`config.mk`:
```
export PLATFORM = sky130hd
export DESIGN_NAME = and_or_arbiter_flat
export DESIGN_NICKNAME = d
export VERILOG_FILES = /design/src/rtl/and_or_arbiter_if.sv /design/src/rtl/and_or_arbiter.sv /design/src/flat_wrapper.sv
export SDC_FILE = /design/constraint.sdc
export NUM_CORES = 1
export LEC_CHECK = 0
export ABC_AREA = 1
export CORE_MARGIN = 1
export CORE_UTILIZATION = 59
export DETAILED_ROUTE_END_ITERATION = 8
export DONT_BUFFER_PORTS = 1
export GPL_ROUTABILITY_DRIVEN = 0
export PLACE_DENSITY = 0.77
export SYNTH_ARGS = -nofsm -noshare
export SYNTH_HDL_FRONTEND = slang
export SYNTH_SLANG_ARGS = --single-unit
```
`constraint.sdc`:
```
create_clock -name clk -period 1.5 [get_ports clk]
set_input_delay 0.225 -clock clk [delete_from_list [all_inputs] [get_ports clk]]
set_output_delay 0.225 -clock clk [all_outputs]
set_load 0.02 [all_outputs]
```
`src/rtl/and_or_arbiter_if.sv`:
```
// Request, response and and_or datapath signals shared between the arbiter
// (slave side) and its surrounding environment (master side).
interface and_or_arbiter_if #(
  parameter int unsigned WIDTH = 4
);
  // Requester 0
  logic             req0Valid;
  logic             req0Ready;
  logic [WIDTH-1:0] req0A;
  logic [WIDTH-1:0] req0B;
  logic             req0IsAnd;
  // Requester 1
  logic             req1Valid;
  logic             req1Ready;
  logic [WIDTH-1:0] req1A;
  logic [WIDTH-1:0] req1B;
  logic             req1IsAnd;
  // Shared and_or unit
  logic [WIDTH-1:0] aluA;
  logic [WIDTH-1:0] aluB;
  logic             aluDoAnd;
  logic             aluDoOr;
  logic             aluIsAnd;
  logic [WIDTH-1:0] aluOut;
  // Response channel and status
  logic             resValid;
  logic             resReady;
  logic             resId;
  logic [WIDTH-1:0] resOut;
  logic             busy;
  logic             opError;

  modport slave (
    input  req0Valid, req0A, req0B, req0IsAnd,
    input  req1Valid, req1A, req1B, req1IsAnd,
    input  aluIsAnd, aluOut, resReady,
    output req0Ready, req1Ready,
    output aluA, aluB, aluDoAnd, aluDoOr,
    output resValid, resId, resOut, busy, opError
  );

  modport master (
    output req0Valid, req0A, req0B, req0IsAnd,
    output req1Valid, req1A, req1B, req1IsAnd,
    output aluIsAnd, aluOut, resReady,
    input  req0Ready, req1Ready,
    input  aluA, aluB, aluDoAnd, aluDoOr,
    input  resValid, resId, resOut, busy, opError
  );
endinterface

```
`src/rtl/and_or_arbiter.sv`:
```
// Round-robin arbiter sharing one combinational and_or unit between two
// requesters. Each accepted request is issued for one cycle, its result is
// registered and returned with the requester ID over a valid/ready channel.
module and_or_arbiter #(
  parameter int unsigned WIDTH = 4
) (
  input logic              clk,
  input logic              rst,
  and_or_arbiter_if.slave  bus
);

  localparam logic [1:0] StIdle  = 2'd0;
  localparam logic [1:0] StIssue = 2'd1;
  localparam logic [1:0] StResp  = 2'd2;

  logic [1:0]       state;
  logic             last_grant;
  logic             grant_id;
  logic             ready0;
  logic             ready1;
  logic             accept;
  logic [WIDTH-1:0] lat_a;
  logic [WIDTH-1:0] lat_b;
  logic             lat_is_and;
  logic             lat_id;
  logic             res_valid;
  logic             res_id;
  logic [WIDTH-1:0] res_out;
  logic             op_error;

  // Grant selection: a lone requester wins; on a tie the one not granted last wins.
  always_comb begin
    grant_id = (bus.req0Valid & bus.req1Valid) ? ~last_grant : bus.req1Valid;
    ready0   = ~rst & (state == StIdle) & bus.req0Valid & ~grant_id;
    ready1   = ~rst & (state == StIdle) & bus.req1Valid & grant_id;
    accept   = ready0 | ready1;
  end

  // FSM, operand latch and response registers.
  always_ff @(posedge clk) begin
    if (rst) begin
      state      <= StIdle;
      last_grant <= 1'b1;
      lat_a      <= '0;
      lat_b      <= '0;
      lat_is_and <= 1'b0;
      lat_id     <= 1'b0;
      res_valid  <= 1'b0;
      res_id     <= 1'b0;
      res_out    <= '0;
      op_error   <= 1'b0;
    end else begin
      case (state)
        StIdle: begin
          if (accept) begin
            lat_a      <= grant_id ? bus.req1A : bus.req0A;
            lat_b      <= grant_id ? bus.req1B : bus.req0B;
            lat_is_and <= grant_id ? bus.req1IsAnd : bus.req0IsAnd;
            lat_id     <= grant_id;
            last_grant <= grant_id;
            state      <= StIssue;
          end
        end
        StIssue: begin
          res_out   <= bus.aluOut;
          res_id    <= lat_id;
          res_valid <= 1'b1;
          // The unit reports which op it performed; a disagreement is sticky.
          if (bus.aluIsAnd != lat_is_and) op_error <= 1'b1;
          state <= StResp;
        end
        StResp: begin
          if (bus.resReady) begin
            res_valid <= 1'b0;
            state     <= StIdle;
          end
        end
        default: state <= StIdle;
      endcase
    end
  end

  // Output decode; the datapath controls are only active during the issue cycle.
  always_comb begin
    bus.req0Ready = ready0;
    bus.req1Ready = ready1;
    bus.aluA      = lat_a;
    bus.aluB      = lat_b;
    bus.aluDoAnd  = (state == StIssue) & lat_is_and;
    bus.aluDoOr   = (state == StIssue) & ~lat_is_and;
    bus.resValid  = res_valid;
    bus.resId     = res_id;
    bus.resOut    = res_out;
    bus.busy      = (state != StIdle);
    bus.opError   = op_error;
  end

endmodule

```
`src/flat_wrapper.sv`:
```
// flat-port wrapper written by rule: the top's interface ports become plain ports
module and_or_arbiter_flat 
#(
  parameter int unsigned WIDTH = 4
)
  (clk, rst, bus_req0Valid, bus_req0A, bus_req0B, bus_req0IsAnd, bus_req1Valid, bus_req1A, bus_req1B, bus_req1IsAnd, bus_aluIsAnd, bus_aluOut, bus_resReady, bus_req0Ready, bus_req1Ready, bus_aluA, bus_aluB, bus_aluDoAnd, bus_aluDoOr, bus_resValid, bus_resId, bus_resOut, bus_busy, bus_opError);
  and_or_arbiter_if #(.WIDTH(WIDTH)) bus_i ();
  input logic clk;
  input logic rst;
  input wire logic [$bits(bus_i.req0Valid)-1:0] bus_req0Valid;
  input wire logic [$bits(bus_i.req0A)-1:0] bus_req0A;
  input wire logic [$bits(bus_i.req0B)-1:0] bus_req0B;
  input wire logic [$bits(bus_i.req0IsAnd)-1:0] bus_req0IsAnd;
  input wire logic [$bits(bus_i.req1Valid)-1:0] bus_req1Valid;
  input wire logic [$bits(bus_i.req1A)-1:0] bus_req1A;
  input wire logic [$bits(bus_i.req1B)-1:0] bus_req1B;
  input wire logic [$bits(bus_i.req1IsAnd)-1:0] bus_req1IsAnd;
  input wire logic [$bits(bus_i.aluIsAnd)-1:0] bus_aluIsAnd;
  input wire logic [$bits(bus_i.aluOut)-1:0] bus_aluOut;
  input wire logic [$bits(bus_i.resReady)-1:0] bus_resReady;
  output wire logic [$bits(bus_i.req0Ready)-1:0] bus_req0Ready;
  output wire logic [$bits(bus_i.req1Ready)-1:0] bus_req1Ready;
  output wire logic [$bits(bus_i.aluA)-1:0] bus_aluA;
  output wire logic [$bits(bus_i.aluB)-1:0] bus_aluB;
  output wire logic [$bits(bus_i.aluDoAnd)-1:0] bus_aluDoAnd;
  output wire logic [$bits(bus_i.aluDoOr)-1:0] bus_aluDoOr;
  output wire logic [$bits(bus_i.resValid)-1:0] bus_resValid;
  output wire logic [$bits(bus_i.resId)-1:0] bus_resId;
  output wire logic [$bits(bus_i.resOut)-1:0] bus_resOut;
  output wire logic [$bits(bus_i.busy)-1:0] bus_busy;
  output wire logic [$bits(bus_i.opError)-1:0] bus_opError;
  assign bus_i.req0Valid = bus_req0Valid;
  assign bus_i.req0A = bus_req0A;
  assign bus_i.req0B = bus_req0B;
  assign bus_i.req0IsAnd = bus_req0IsAnd;
  assign bus_i.req1Valid = bus_req1Valid;
  assign bus_i.req1A = bus_req1A;
  assign bus_i.req1B = bus_req1B;
  assign bus_i.req1IsAnd = bus_req1IsAnd;
  assign bus_i.aluIsAnd = bus_aluIsAnd;
  assign bus_i.aluOut = bus_aluOut;
  assign bus_i.resReady = bus_resReady;
  assign bus_req0Ready = bus_i.req0Ready;
  assign bus_req1Ready = bus_i.req1Ready;
  assign bus_aluA = bus_i.aluA;
  assign bus_aluB = bus_i.aluB;
  assign bus_aluDoAnd = bus_i.aluDoAnd;
  assign bus_aluDoOr = bus_i.aluDoOr;
  assign bus_resValid = bus_i.resValid;
  assign bus_resId = bus_i.resId;
  assign bus_resOut = bus_i.resOut;
  assign bus_busy = bus_i.busy;
  assign bus_opError = bus_i.opError;
  and_or_arbiter #(.WIDTH(WIDTH)) u_core (.clk(clk), .rst(rst), .bus(bus_i));
endmodule
```
Word-level counts from Yosys, hierarchy flattened
Index checks and enable logic that the tools add are counted.
- equality and inequality tests: 5
- mux-type cells: 9
- bitwise operators: 13
- reduce and logical (&&, ||, !) cells: 7
- operators with widths (operator ; count):
    1-bit AND ; 8
    4-bit 2-to-1 mux ; 2
    2-bit AND reduction ; 4
    2-bit case mux with 3 select lines ; 1
    2-bit 2-to-1 mux ; 2
    1-bit inverter ; 4
    2-bit nonzero test ; 2
    1-bit 2-to-1 mux ; 3
    2-bit by 1-bit equality test with 1-bit output (second input constant) ; 1
    2-bit equality test (second input constant) ; 1
    2-bit zero test ; 1
    2-bit by 1-bit inequality test with 1-bit output (second input constant) ; 1
    2-bit inequality test (second input constant) ; 1
    1-bit case mux with 2 select lines ; 1
    1-bit inequality test ; 1
    1-bit OR ; 1
- register bits: 20
- input port bits: 28
- output and inout port bits: 20
- logic and storage cells: 44

Longest topological paths before layout
Gate-level depths: netlist of the first run.
- word-level depth: 7
- gate-level depth with buffers: 7

Worst setup path before layout of the first run
Ideal clock, no wire load.
- kind: flip-flop to output port
- start: register u_core.state[0]
- end: output bus_aluDoAnd
- arrival: 1019 ps
- data required time: 1275 ps
- path slack: 256 ps
- stages on the path, launching flop included: 5
- buffers on the path: 0
- path through: dfxtp_1 -> inv_1 -> nor2_2 -> inv_2 -> nor2_1
- word-level cells in the longest chain between the ends: 2
- RTL lines (item ; RTL line ; RTL):
    from (decl) ; and_or_arbiter.sv:16 ; logic [1:0] state;
    from (signal assigned) ; and_or_arbiter.sv:42 ; state <= StIdle;
    from (signal assigned) ; and_or_arbiter.sv:61 ; state <= StIssue;
    from (signal assigned) ; and_or_arbiter.sv:70 ; state <= StResp;
    2-bit by 1-bit equality test with 1-bit output ; and_or_arbiter.sv:89 ; bus.aluDoAnd = (state == StIssue) & lat_is_and;
    1-bit AND ; and_or_arbiter.sv:89 ;
    to (decl) ; flat_wrapper.sv:25 ; output wire logic [$bits(bus_i.aluDoAnd)-1:0] bus_aluDoAnd;
No other way between the ends.

Final worst setup path of the first run
- start: register u_core.state[1]
- end: output bus_req0Ready
- word-level cells in the longest chain between the ends: 4
- RTL lines (item ; RTL line ; RTL):
    2-bit zero test ; and_or_arbiter.sv:34 ; ready0 = ~rst & (state == StIdle) & bus.req0Valid & ~grant_id;
    1-bit AND (3 in a row) ; and_or_arbiter.sv:34 ;
    to (decl) ; flat_wrapper.sv:21 ; output wire logic [$bits(bus_i.req0Ready)-1:0] bus_req0Ready;
No other way between the ends.

==> metrics.csv, run 1 <==
metric,value,unit
"CTS clk-pin slew, worst paths",0.12,ns
Leak,0.549,nW
share of cells above drive strength 1,19.7,%
Rel. slew slack,72.1,%
hold endpoint,u_core.bus.resOut[2]$_SDFFE_PP0P_,
status,"complete, no violations",
Hold Startpoint,bus_aluOut[2],
GR Util All Layers,23.3,%
fin crit share,94.9,%
first-pass GRT wire length,2500,um
r2r endpoint,u_core.bus.aluB[0]$_SDFFE_PP0P_,
DR vias/cell,5.36,
Worst Path Max Fanout,4,
clk buf depth,2,
"Slew Viols, Final",0,
Final Hold Fails,0,
Syn. warnings,0,
Initial Util,66.1,%
Pwr Density,1320,mW/mm^2
hold path cells,2,
CTS tree,built,
wire per inst,12.1,um
worst r2r path cells,6,
pin count of the biggest net entering global routing,18,
setup_tns,0,ns
Worst Setup Start Kind,flip-flop,
io pins,48,
IO Port Bufs,0,
syn nets,160,
gr ovfl total,0,
# diodes,0,
Tot Pwr,1.37,mW
Final Skew,0.00614,ns
critical path type,flip-flop to output pin,
Final ANT Viol Nets,0,
Synth-to-Final Area Change,14.4,%
syn_area_per_cell,6.84,um^2
Final nets,171,
placed cell area,946,um^2
max_cap viols,0,
Reg2Reg Setup Slack,0.24,ns
clock sink count,20,
fillers,116,
CTS Root Cell,clkbuf_4,
die area,0.00169,mm^2
initial antenna violation count,0,
design area,0.00103,mm^2
Core Area,0.00137,mm^2
DR iter-0 viols,21,
die height,41.1,um
count of TritonRoute iterations in the first routing pass,4,
sequential share of the synthesized area,44.3,%
Gate Count Post-Synth,132,
clk_lat worst skew,0.30,ns
Setup Viol. Count Final,0,
Rows,13,
DRC,0,
vias in the first global route,603,
maximum vdd drop,789,uV
Hold Path Class,input port to flip-flop,
Cell variety after synth,17,
Fmax,702,MHz
Detail Placement HPWL,1310,um
Slew @ Worst Pin,0.417,ns
Worst EP arrival,1.20,ns
post-layout min period,1.42,ns
"Req. time, crit path",1.27,ns
mapped cell area,903,um^2
Vias,842,
die width,41.1,um
crit end category,output pin,
reg2reg start,u_core.state[1]$_SDFFE_PP0P_,
register bit total from synthesis,20,
Num CTS Buffers,3,
worst hold slack,0.0510,ns
WL final,1910,um
H-tree depth,1,
[metrics by stage]
stage	setup slack, ns	std cells	util [%]
after floorplan	0.256	132	-
after global placement	0.263	150	69.2
after detailed placement	0.206	150	69.2
after CTS	0.00680	155	73.9
after global routing	-0.00813	157	75.6
final	0.0763	157	75.6
[cells in the final DEF (no fill, tap or decap)]
master,count
nand2_2,3
bufinv_16,1
o21ai_0,5
nor2_4,1
nor2_1,14
dlygate4sd3_1,1
dfxtp_1,18
inv_1,9
dfxtp_2,1
clkbuf_4,3
nand3_1,17
inv_2,5
nand3b_4,1
nor2_2,3
nand2_1,45
buf_4,8
dfxtp_4,1
o21ai_1,1
a21oi_1,3
or2_2,1
nand3b_1,1
[worst max-delay path by stage]
stage                                         startpoint                         endpoint  slack [ns]  cells after the start
after floorplan             u_core.state[0]$_SDFFE_PP0P_                     bus_aluDoAnd        0.26                      4
after global placement      u_core.state[1]$_SDFFE_PP0P_   u_core.lat_is_and$_SDFFE_PP0P_        0.26                      6
after detailed placement    u_core.state[1]$_SDFFE_PP0P_  u_core.bus.aluB[0]$_SDFFE_PP0P_        0.21                      6
after CTS                 u_core.last_grant$_SDFFE_PP1P_                    bus_req1Ready       0.007                      5
after global routing        u_core.state[1]$_SDFFE_PP0P_                    bus_req0Ready      -0.008                      6
final                       u_core.state[1]$_SDFFE_PP0P_                    bus_req0Ready        0.08                      6
[report_power, final]
part,leakage (nW),total [mW],switching [mW],internal (mW)
clock network,0.0279,0.437,0.167,0.270
registers,0.167,0.699,0.104,0.595
logic,0.354,0.231,0.140,0.0912
[Yosys cell counts (all sizes together)]
master  instances  area share (%)
a21oi           3             1.7
buf             3             2.4
dfxtp          20              44
inv            14             5.8
nand2          48              20
nand3          17             9.4
nand3b          2             3.0
nor2           18             8.9
o21ai           6             3.3
or2             1            0.69
[sequential cells by signal (all words and copies together), names as in the netlist, 2 cells and up]
name,count
u_core.bus.aluA,4
u_core.bus.aluB,4
u_core.bus.resOut,4
u_core.state,2
[repair_timing]
action	in CTS	in global routing
hold buffers	1	0
gates resized for setup	1	6
endpoints found under the setup margin	2	4
setup buffers	0	2
pin swaps	1	2
hold endpoints to repair	3	0
[critical path, cell delays in order (launching register included)]
cell     delay (ns)
dfxtp_4        0.38
nor2_4         0.12
nand2_2        0.07
inv_2          0.06
nand2_1        0.04
nor2_1         0.09
buf_4          0.15
[layout make-up]
| class | instances | area [um^2] | area share (%) |
|---|---|---|---|
| Multi-Input combinational cell | 95 | 434 | 42.0 |
| Tap cell | 15 | 18.8 | 1.82 |
| Timing Repair Buffer | 9 | 70.1 | 6.78 |
| Clock inverter | 1 | 30.0 | 2.91 |
| Sequential cell | 20 | 405 | 39.2 |
| Inverter | 14 | 52.6 | 5.08 |
| Clock buffer | 3 | 22.5 | 2.18 |
[routing by layer]
layer / share of wire, % / up-vias / global-route usage, % / wire, um
li1: - / 433 / - / -
met1: 43 / 364 / 28.0 / 812
met2: 48 / 41 / 36.7 / 910
met3: 8.3 / 4 / 5.98 / 159
met4: 1.2 / 0 / 14.5 / 23
met5: 0 / - / 0 / 0
[kinds of logic (layout without fill, tap and decap cells)]
| family | Yosys count | in the layout | synth area share, % |
|---|---|---|---|
| AO/OA/AOI/OAI | 9 | 9 | 4.98 |
| AND/OR/NAND/NOR | 86 | 86 | 42.5 |
| flip-flops | 20 | 20 | 44.3 |
| buffers and inverters | 17 | 27 | 8.17 |
(Power assumes the default switching activity.)
==> run 2, diff against run 1 <==
Settings changed: REMOVE_ABC_BUFFERS set to 1.
==> run 2 against run 1 <==
  * Die area did not move
  * Global-route usage shrank 1.2 points
  * Via count fell by 1.3%
  * Final cell count shrank 0.64%
  * Sequential cell count is the same
  * First-iteration DRC count decreased by 67%
  * Wire length decreased by 6.0%
  * Non-clock buffer count shrank 1
  * Count of clock-buffer cells in the layout is 1 higher
  * Maximum frequency fell by 0.67%
  * Largest power group unchanged
==> metrics.csv, run 2 (synthesis gave the netlist of run 1 again) <==
metric,value,unit,change
status,"complete, no violations",,
hold path cells,2,,unchanged
CP max-delay cell,dfxtp_4,,
Worst Path Max Fanout,4,,unchanged
fin crit share,95.6,%,+0.64 points
Final Hold Fails,0,,unchanged
Detail Placement HPWL,1290,um,-1.3%
Num CTS Buffers,3,,unchanged
Slew @ Worst Pin,0.397,ns,-0.0205 ns
gr ovfl total,0,,unchanged
die width,41.1,um,unchanged
DR vias/cell,5.33,,-0.67%
maximum vdd drop,670,uV,-15%
Worst Setup Start Kind,flip-flop,,
die area,0.00169,mm^2,unchanged
reg2reg start,u_core.state[1]$_SDFFE_PP0P_,,
CTS Root Cell,clkbuf_4,,
"CTS clk-pin slew, worst paths",0.11,ns,about the same
r2r endpoint,u_core.bus.aluA[3]$_SDFFE_PP0P_,,
design area,0.00101,mm^2,-2.5%
Combinational Power Share,18.1,%,+1.2 points
Leak,0.541,nW,-1.5%
Final nets,170,,-0.58%
Rows,13,,unchanged
# diodes,0,,unchanged
clk buf depth,2,,unchanged
io pins,48,,unchanged
crit-path cells,"nor2_4, nand2_2, inv_2, nand2_1, nor2_1, buf_4",,
setup_tns,0,ns,unchanged
placed cell area,946,um^2,unchanged
share of cells above drive strength 1,17.7,%,-2.0 points
Initial Util,66.1,%,unchanged
Internal Dissipation,0.830,mW,-13%
Synth-to-Final Area Change,11.5,%,
H-tree depth,1,,unchanged
clock sink count,20,,unchanged
vias in the first global route,646,,+7.1%
Vias,831,,-1.3%
Pwr Density,1220,mW/mm^2,-8.0%
GR Util All Layers,22.1,%,-1.2 points
met3 Use GR,5.43,%,-0.54 points
"Req. time, crit path",1.27,ns,about the same
grt met2 use,36.7,%,unchanged
met1 Usage GRT,25.7,%,-2.3 points
Setup Viol. Count Final,0,,unchanged
Rel. slew slack,73.5,%,+1.4 points
worst r2r path cells,6,,unchanged
most frequent cells in the layout,"45 x nand2_1, 18 x dfxtp_1, 17 x nand3_1, 15 x nor2_1, 10 x inv_1",,
critical path type,flip-flop to output pin,,
Final Skew,0.00146,ns,-0.00468 ns
Sw Ratio,32.3,%,+2.3 points
Hold Path Class,input port to flip-flop,,
DR iter-0 viols,7,,-67%
Reg power frac,57.0,%,+5.9 points
Clock Power Share,24.9,%,-7.1 points
crit end category,output pin,,
Final ANT Viol Nets,0,,unchanged
Final Non-Filler Cells,156,,-0.64%
Core Area,0.00137,mm^2,unchanged
max_cap viols,0,,unchanged
initial antenna violation count,0,,unchanged
DRC,0,,unchanged
WL final,1790,um,-6.0%
"Slew Viols, Final",0,,unchanged
die height,41.1,um,unchanged
"most common cell after layout, fill and taps aside",nand2_1,,
Reg2Reg Setup Slack,0.26,ns,+0.02 ns
Cells after DPL,150,,unchanged
first-pass GRT wire length,2490,um,-0.56%
Hold Startpoint,bus_aluOut[1],,
Worst EP arrival,1.21,ns,about the same
clk_lat worst skew,0.29,ns,about the same
largest stage delay on the critical path,0.38,ns,about the same
most crowded layer after global routing,met2,,
count of TritonRoute iterations in the first routing pass,4,,unchanged
Fmax,698,MHz,-0.67%
CTS tree,built,,
IO Port Bufs,0,,unchanged
post-layout min period,1.43,ns,+0.00958 ns
Psw,0.396,mW,-3.6%
pin count of the biggest net entering global routing,18,,unchanged
hold endpoint,u_core.bus.resOut[1]$_SDFFE_PP0P_,,
wire per inst,11.5,um,-5.4%
run 2: changes by cell type in the layout (fill, tap and decap cells not counted), sizes merged:
cell    change
buf         -1
bufinv      -1
clkbuf      +1
run 2: per-layer routing:
metal  vias to the layer above  routed length, um
met5                         -                  0
met4                         0                 21
met3                         4                150
met2                        43                845
met1                       357                774
li1                        427                  -
run 2: power by group through the flow:
stage / sequential (mW) / clock (mW) / combinational (mW)
2_1_floorplan: 0.700 / 0 / 0.165
3_3_place_gp: 0.707 / 0 / 0.205
3_5_place_dp: 0.710 / 0 / 0.212
4_1_cts: 0.698 / 0.312 / 0.216
5_1_grt: 0.709 / 0.330 / 0.258
6_report: 0.699 / 0.305 / 0.222
run 2: critical path: cells and delay by family (launching register included):
kind	cells	cell delay, ns
and+or+nand+nor	4	0.33
buffers and inverters	2	0.20
DFF	1	0.38
run 2: worst max path at each step:
stage,from,end,slack [ns],cells after the start
after CTS,u_core.last_grant$_SDFFE_PP1P_,bus_req1Ready,0.003,5
after global placement,u_core.state[1]$_SDFFE_PP0P_,u_core.lat_is_and$_SDFFE_PP0P_,0.27,6
after floorplan,u_core.state[0]$_SDFFE_PP0P_,bus_aluDoAnd,0.26,4
after detailed placement,u_core.state[1]$_SDFFE_PP0P_,u_core.bus.aluA[1]$_SDFFE_PP0P_,0.22,6
after global routing,u_core.last_grant$_SDFFE_PP1P_,bus_req1Ready,-0.02,5
final,u_core.state[1]$_SDFFE_PP0P_,bus_req0Ready,0.07,6
run 2: what timing repair did:
action	in CTS	in global routing
pin swaps	1	1
hold endpoints to repair	3	0
hold buffers	1	0
resized for setup	0	5
setup endpoints to repair	1	4
buffers inserted	0	1
run 2: cell type report:
cell class                      instances  area [um^2]
Timing Repair Buffer                    8         62.6
Tap cell                               15         18.8
Inverter                               14         52.6
Fill cell                             125          359
Clock buffer                            4         36.3
Sequential cell                        20          405
Multi-Input combinational cell         95          432
run 2: stage by stage:
stage | total power, mW | hold slack (ns) | util [%] | setup WS [ns]
6_report | 1.23 | 0.0626 | 73.7 | 0.0667
3_5_place_dp | 0.922 | 0.297 | 69.2 | 0.219
4_1_cts | 1.23 | 0.0589 | 72.6 | 0.00273
5_1_grt | 1.30 | 0.0692 | 73.7 | -0.0186
2_1_floorplan | 0.865 | 0.294 | - | 0.256
3_3_place_gp | 0.912 | 0.295 | 69.2 | 0.269
